==> src/rtl/sw_enable_pulse_if.sv <==
// Pushbutton conditioner signal bundle.
// Raw button in, debounced strobes/level out.
interface sw_enable_pulse_if;
  logic SW_IN;
  logic SW_T_EN;
  logic SW_LEVEL;
  logic SW_LONG;

  modport master (
    output SW_IN,
    input  SW_T_EN,
    input  SW_LEVEL,
    input  SW_LONG
  );

  modport slave (
    input  SW_IN,
    output SW_T_EN,
    output SW_LEVEL,
    output SW_LONG
  );
endinterface

==> src/rtl/sw_enable_pulse.sv <==
// Pushbutton conditioner: sync, debounce,
// one-shot press strobe, level, long-press strobe.
module sw_enable_pulse #(
  parameter int DEB_CYCLES  = 4,
  parameter int LONG_CYCLES = 1000,
  parameter bit ACTIVE_LOW  = 1'b0
) (
  input logic           CLK,
  input logic           RESET,
  sw_enable_pulse_if.slave sw
);

  localparam int DW = $clog2(DEB_CYCLES + 1);
  localparam int HW = $clog2(LONG_CYCLES + 1);

  localparam logic [DW-1:0] DEB_LAST =
    DW'(DEB_CYCLES - 1);
  localparam logic [HW-1:0] HOLD_LAST =
    HW'(LONG_CYCLES - 1);
  localparam logic [HW-1:0] HOLD_SAT =
    HW'(LONG_CYCLES);

  typedef enum logic [1:0] {
    IDLE,
    DEB_PRESS,
    HELD,
    DEB_REL
  } state_t;

  logic          q1;
  logic          q2;
  logic          s_sw;
  state_t        state;
  state_t        state_nxt;
  logic [DW-1:0] deb_cnt;
  logic [DW-1:0] deb_nxt;
  logic [HW-1:0] hold_cnt;
  logic [HW-1:0] hold_nxt;
  logic          t_en_q;
  logic          t_en_nxt;
  logic          long_q;
  logic          long_nxt;
  logic          level_q;
  logic          level_nxt;

  // Two-flop synchroniser; polarity fixed up front
  always_ff @(posedge CLK) begin
    if (RESET) begin
      q1 <= 1'b0;
      q2 <= 1'b0;
    end else begin
      q1 <= sw.SW_IN ^ ACTIVE_LOW;
      q2 <= q1;
    end
  end

  assign s_sw = q2;

  // Debounce FSM: next state, counters, strobes
  always_comb begin
    state_nxt = state;
    deb_nxt   = deb_cnt;
    hold_nxt  = hold_cnt;
    t_en_nxt  = 1'b0;
    long_nxt  = 1'b0;
    unique case (state)
      IDLE: begin
        if (s_sw) begin
          state_nxt = DEB_PRESS;
          deb_nxt   = '0;
        end
      end
      DEB_PRESS: begin
        if (!s_sw) begin
          state_nxt = IDLE;
        end else if (deb_cnt == DEB_LAST) begin
          state_nxt = HELD;
          hold_nxt  = '0;
          t_en_nxt  = 1'b1;
        end else begin
          deb_nxt = deb_cnt + DW'(1);
        end
      end
      HELD: begin
        if (!s_sw) begin
          state_nxt = DEB_REL;
          deb_nxt   = '0;
        end else if (hold_cnt == HOLD_LAST) begin
          long_nxt = 1'b1;
          hold_nxt = HOLD_SAT;
        end else if (hold_cnt < HOLD_LAST) begin
          hold_nxt = hold_cnt + HW'(1);
        end
      end
      DEB_REL: begin
        // a bounce back to pressed keeps the
        // press alive and its hold time frozen
        if (s_sw) begin
          state_nxt = HELD;
        end else if (deb_cnt == DEB_LAST) begin
          state_nxt = IDLE;
        end else begin
          deb_nxt = deb_cnt + DW'(1);
        end
      end
      default: begin
        state_nxt = IDLE;
      end
    endcase
    level_nxt = (state_nxt == HELD) ||
                (state_nxt == DEB_REL);
  end

  // State, counters and registered outputs
  always_ff @(posedge CLK) begin
    if (RESET) begin
      state    <= IDLE;
      deb_cnt  <= '0;
      hold_cnt <= '0;
      t_en_q   <= 1'b0;
      long_q   <= 1'b0;
      level_q  <= 1'b0;
    end else begin
      state    <= state_nxt;
      deb_cnt  <= deb_nxt;
      hold_cnt <= hold_nxt;
      t_en_q   <= t_en_nxt;
      long_q   <= long_nxt;
      level_q  <= level_nxt;
    end
  end

  assign sw.SW_T_EN  = t_en_q;
  assign sw.SW_LONG  = long_q;
  assign sw.SW_LEVEL = level_q;

  // the two strobes come from exclusive states
  a_excl: assert property (
    @(posedge CLK) !(t_en_q && long_q)
  );

  // level tracks the pressed-side states
  a_level: assert property (
    @(posedge CLK) level_q ==
      ((state == HELD) || (state == DEB_REL))
  );

endmodule
==> src/flat_wrapper.sv <==
// flat-port wrapper written by rule: the top's interface ports become plain ports
module sw_enable_pulse_flat 
#(
  parameter int DEB_CYCLES  = 4,
  parameter int LONG_CYCLES = 1000,
  parameter bit ACTIVE_LOW  = 1'b0
)
  (CLK, RESET, sw_SW_IN, sw_SW_T_EN, sw_SW_LEVEL, sw_SW_LONG);
  sw_enable_pulse_if sw_i ();
  input logic CLK;
  input logic RESET;
  input wire logic [$bits(sw_i.SW_IN)-1:0] sw_SW_IN;
  output wire logic [$bits(sw_i.SW_T_EN)-1:0] sw_SW_T_EN;
  output wire logic [$bits(sw_i.SW_LEVEL)-1:0] sw_SW_LEVEL;
  output wire logic [$bits(sw_i.SW_LONG)-1:0] sw_SW_LONG;
  assign sw_i.SW_IN = sw_SW_IN;
  assign sw_SW_T_EN = sw_i.SW_T_EN;
  assign sw_SW_LEVEL = sw_i.SW_LEVEL;
  assign sw_SW_LONG = sw_i.SW_LONG;
  sw_enable_pulse #(.DEB_CYCLES(DEB_CYCLES), .LONG_CYCLES(LONG_CYCLES), .ACTIVE_LOW(ACTIVE_LOW)) u_core (.CLK(CLK), .RESET(RESET), .sw(sw_i));
endmodule
==> config.mk <==
export PLATFORM = sky130hd
export DESIGN_NAME = sw_enable_pulse_flat
export DESIGN_NICKNAME = d
export VERILOG_FILES = /design/src/rtl/sw_enable_pulse_if.sv /design/src/rtl/sw_enable_pulse.sv /design/src/flat_wrapper.sv
export SDC_FILE = /design/constraint.sdc
export NUM_CORES = 1
export LEC_CHECK = 0
export CAP_MARGIN = 15
export CORE_MARGIN = 5
export CORE_UTILIZATION = 40
export DETAILED_ROUTE_END_ITERATION = 12
export PLACE_DENSITY = 0.54
export SYNTH_ARGS = -nofsm -noshare
export SYNTH_HDL_FRONTEND = slang
export SYNTH_SLANG_ARGS = --single-unit
==> constraint.sdc <==
create_clock -name CLK -period 2.7 [get_ports CLK]
set_clock_uncertainty 0.1 [all_clocks]
set_input_delay 0.27 -clock CLK [delete_from_list [all_inputs] [get_ports CLK]]
set_output_delay 0.27 -clock CLK [all_outputs]
set_load 0.03 [all_outputs]
==> results <==
- The run finished with clean final reports.
- For this run, the slowest stage of the critical path takes 0.69 ns.
- STA puts the critical path data required time at 2.83 ns.
- The worst path needs 2.35 ns of the cycle, external delays included.
- Summing over every cut layer, the via total after detailed routing is ~1000.
- The most common cell in the netlist is sky130_fd_sc_hd__dfxtp_1.
- Counting flops with a built-in enable in the synthesized netlist gives 0.
- The first global-routing pass estimated 4400 µm of wire.
- The global-route usage over all layers is 13.1%.
- The number of clock buffers inserted by TritonCTS is 3.
- The final setup violation count is 0.
- The placed cell count is 162.
- The hold path endpoint is u_core.q2.
- The max capacitance violation total is 0.
- After layout, the design draws a total of ~0.00052 W.
- 0 antenna diodes ended up in the layout.
- The die is 64.3 µm tall.
- The pin count of the biggest net entering global routing is 14.
- The number of global-route vias before repair is 944.
- The largest driver fanout on the critical path is 11.
- Traced cell by cell, the critical path runs through ha_1 -> nor3b_2 -> a31oi_1 -> o21ai_0 -> a221oi_1.
- The slowest library cell on the worst path is sky130_fd_sc_hd__a31oi_1.
- The worst reg-to-reg path cell count is 5.
- Summed over all instances, the cell type with the most area after synthesis is sky130_fd_sc_hd__dfxtp_1.
- Setup repair after global routing left no endpoint under its margin.
- In this run the deepest clock path goes through 2 buffers.
- The die width is 64.3 µm.
- The worst min-delay path class is flop to flop.
- Summed over all layers, the global routing overflow is 0.
- In the final layout, the multi-input gates occupy 691 µm².
- Averaged over all synthesized cells, the footprint is between 8 and 9 µm².
- The post-placement worst setup slack is 0.386 ns.
- The critical path is of the flop to flop type.
- The category of the worst setup path capture point is a flop.
- The final hold violation count is 0.
- STA classifies the critical path startpoint as a flop.
- The launch instance of the worst min-delay path is u_core.q1.
- Yosys attributes the largest share of cell area to sky130_fd_sc_hd__dfxtp_1 34%, sky130_fd_sc_hd__ha_1 8.5%, sky130_fd_sc_hd__nand3_1 3.8%.
- The post-cts gate resize count is 0.
- The startpoint identified for the worst register-to-register timing path is u_core.state[1].
- The initial core utilization is 42.3%.
- The number of placed I/O pins is 6.
- The areal power density over the cells is 412 mW/mm².
- The number of rows created at floorplan is 19.
- The pre-antenna-repair detailed-routing pass consisted of 4 iterations.
- The routed wirelength normalized by instance count is roughly 15 µm.
- The number of cells on the worst hold path is 1.
- The clock transition at the registers of the reported paths is 0.13 ns.
- The endpoint identified for the worst register-to-register timing path is u_core.hold_cnt[3].
- The worst relative slew slack is 39.1%.
- The number of nets with antenna violations after routing is 0.
- The total count of max-transition violations in the final report was 0.
- The area share of the largest cell type after synthesis is about 34%.
- The internal reg-to-reg setup slack is between 0.3 and 0.4 ns.
- The total half-perimeter wirelength after legalization and detailed placement is 1800 µm.
- The fraction of registers with async set or reset after synthesis is 0%.
- The share of synthesized area occupied by flip-flops and latches is 34.0%.
- The tree is rooted in a sky130_fd_sc_hd__clkbuf_4.
- The count of hold-fix buffers inserted at cts is 0.
- The DRC violation count after routing is 0.
- Input and output buffers added on the ports amount to 5.
- In the routed layout, each cell is associated on average with a via count of 6.17.
- Routability-driven placement finished with a final weighted congestion of 0.812.
- The maximum achievable frequency is 426 MHz.
- The accumulated negative setup slack is 0 ns.
- The arrival time at the worst endpoint is 2.48 ns.
- In this run, the number of DRC markers left after iteration 0 of detailed routing was 74.
- Synthesis produced 132 cells.
- By count the netlist is led by 20 x sky130_fd_sc_hd__dfxtp_1, 9 x sky130_fd_sc_hd__nand3_1, 8 x sky130_fd_sc_hd__a21oi_1, 8 x sky130_fd_sc_hd__ha_1, 7 x sky130_fd_sc_hd__inv_1.
- The most instantiated flip-flop cell in the synthesis netlist is sky130_fd_sc_hd__dfxtp_1.
- After synthesis the cells add up to around 0.0012 mm².
- The net total in the final layout is 147.
- The initial antenna violation count came to 0.
- Wires add up to 2570 µm.
- At the later pin of the worst-skew pair, clock insertion delay measures 0.32 ns.
- TritonCTS built the clock tree.
- The area growth from synthesis to final layout is 7.12%.
- The number of warnings reported in the yosys synthesis log is 0.
- The number of clock sinks seen by CTS is 20.
- For the pin with the worst max-slew slack, the measured transition is about 0.9 ns.
- The net count after synthesis is between 100 and 150.
- The final cell utilization of the core is 45.3%.
- In the post-route analysis, the smallest setup slack over all paths is between 0.3 and 0.4 ns.
- The synthesized design contains 20 register bits.
- The number of H-tree branching levels is 1.
- The number of library cell types mapped by synthesis is 46.
- After layout, the worst path uses 86.9% of the clock period.
- The number of buffers added for setup after CTS is 0.
- Counting the fill cells in the layout gives 269.
- The area inside the core boundary is 0.00278 mm².
- Of the cells placed in the final design, the portion with a size suffix greater than 1 is roughly 9.6%.
- Registers take 400 µm².
- The final instance count without filler cells is approximately 170.
- The worst-case IR drop observed on VDD is 319 µV.
- The full die area is 0.00413 mm².
- The analysis attributes to cell leakage a power of 0.420 nW.
cells in the final DEF, fill, tap and decap left out, types with 3 or more instances in the layout:
cell type                         count
sky130_fd_sc_hd__dfxtp_1             20
sky130_fd_sc_hd__nand3_1              9
sky130_fd_sc_hd__a21oi_1              8
sky130_fd_sc_hd__ha_1                 8
sky130_fd_sc_hd__inv_1                7
sky130_fd_sc_hd__a31oi_1              6
sky130_fd_sc_hd__nor2_1               5
sky130_fd_sc_hd__nand2_1              5
sky130_fd_sc_hd__clkdlybuf4s50_1      5
sky130_fd_sc_hd__o311ai_1             4
sky130_fd_sc_hd__o41ai_1              4
sky130_fd_sc_hd__nor3_1               4
sky130_fd_sc_hd__o21ai_0              4
sky130_fd_sc_hd__clkbuf_4             3
flip-flops by register name, summed over array words and instances (netlist names):
register / flops
u_core.sw.SW_LONG: 1
u_core.sw.SW_T_EN: 1
u_core.state: 2
u_core.hold_cnt: 10
u_core.q2: 1
u_core.deb_cnt: 3
u_core.sw.SW_LEVEL: 1
u_core.q1: 1
metal layers:
layer  up-vias  GRT usage, %  share of wire (%)
met4         0          5.60               0.70
met2        21          17.9                 42
met3         2          4.38                4.4
met5         -             0                  0
met1       484          18.4                 53
li1        518             -                  -
worst max-delay path by stage:
stage | startpoint | to | slack [ns]
floorplan | u_core.state[1] | u_core.hold_cnt[0] | 0.79
global placement | u_core.state[0] | u_core.hold_cnt[6] | 0.47
detailed placement | u_core.state[0] | u_core.hold_cnt[6] | 0.39
CTS | u_core.state[0] | u_core.hold_cnt[3] | 0.36
global route | u_core.state[0] | u_core.hold_cnt[3] | 0.11
finish | u_core.state[1] | u_core.hold_cnt[3] | 0.35
cells by family (layout without fill, tap and decap cells):
| logic type | count (synthesis) | after routing | synth area share, % |
|---|---|---|---|
| buffers and inverters | 16 | 19 | 7.33 |
| muxes | 2 | 2 | 1.70 |
| AOI/OAI and AO/OA | 40 | 40 | 24.4 |
| and+or+nand+nor | 46 | 46 | 24.0 |
| adders and majority gates | 8 | 8 | 8.50 |
| DFF | 20 | 20 | 34.0 |
stage by stage:
| stage | hold slack, ns | instance area (µm²) |
|---|---|---|
| 2_1_floorplan | 0.298 | 1180 |
| 3_3_place_gp | 0.329 | 1220 |
| 3_5_place_dp | 0.329 | 1220 |
| 4_1_cts | 0.357 | 1260 |
| 5_1_grt | 0.385 | 1260 |
| 6_report | 0.353 | 1260 |
cell type report:
class	count	area share, %
multi-input combinational	96	54.8
sequential	20	31.7
timing repair buffer	7	5.16
tap	31	3.08
clock buffer	4	2.88
inverter	8	2.38
critical path, delay by kind of cell, from the launching register on:
| kind | cells | cell delay [ns] |
|---|---|---|
| DFF | 1 | 0.44 |
| AOI/OAI and AO/OA | 3 | 1.13 |
| adders and majority gates | 1 | 0.48 |
| and+or+nand+nor | 1 | 0.11 |
report_power, final:
part | internal [W] | switching [W]
sequential | 0.000297 | 0.00000307
clock | 0.0000824 | 0.0000987
combinational | 0.0000140 | 0.0000245
total | 0.000394 | 0.000126
No activity file was read; power rests on OpenSTA's default activity.
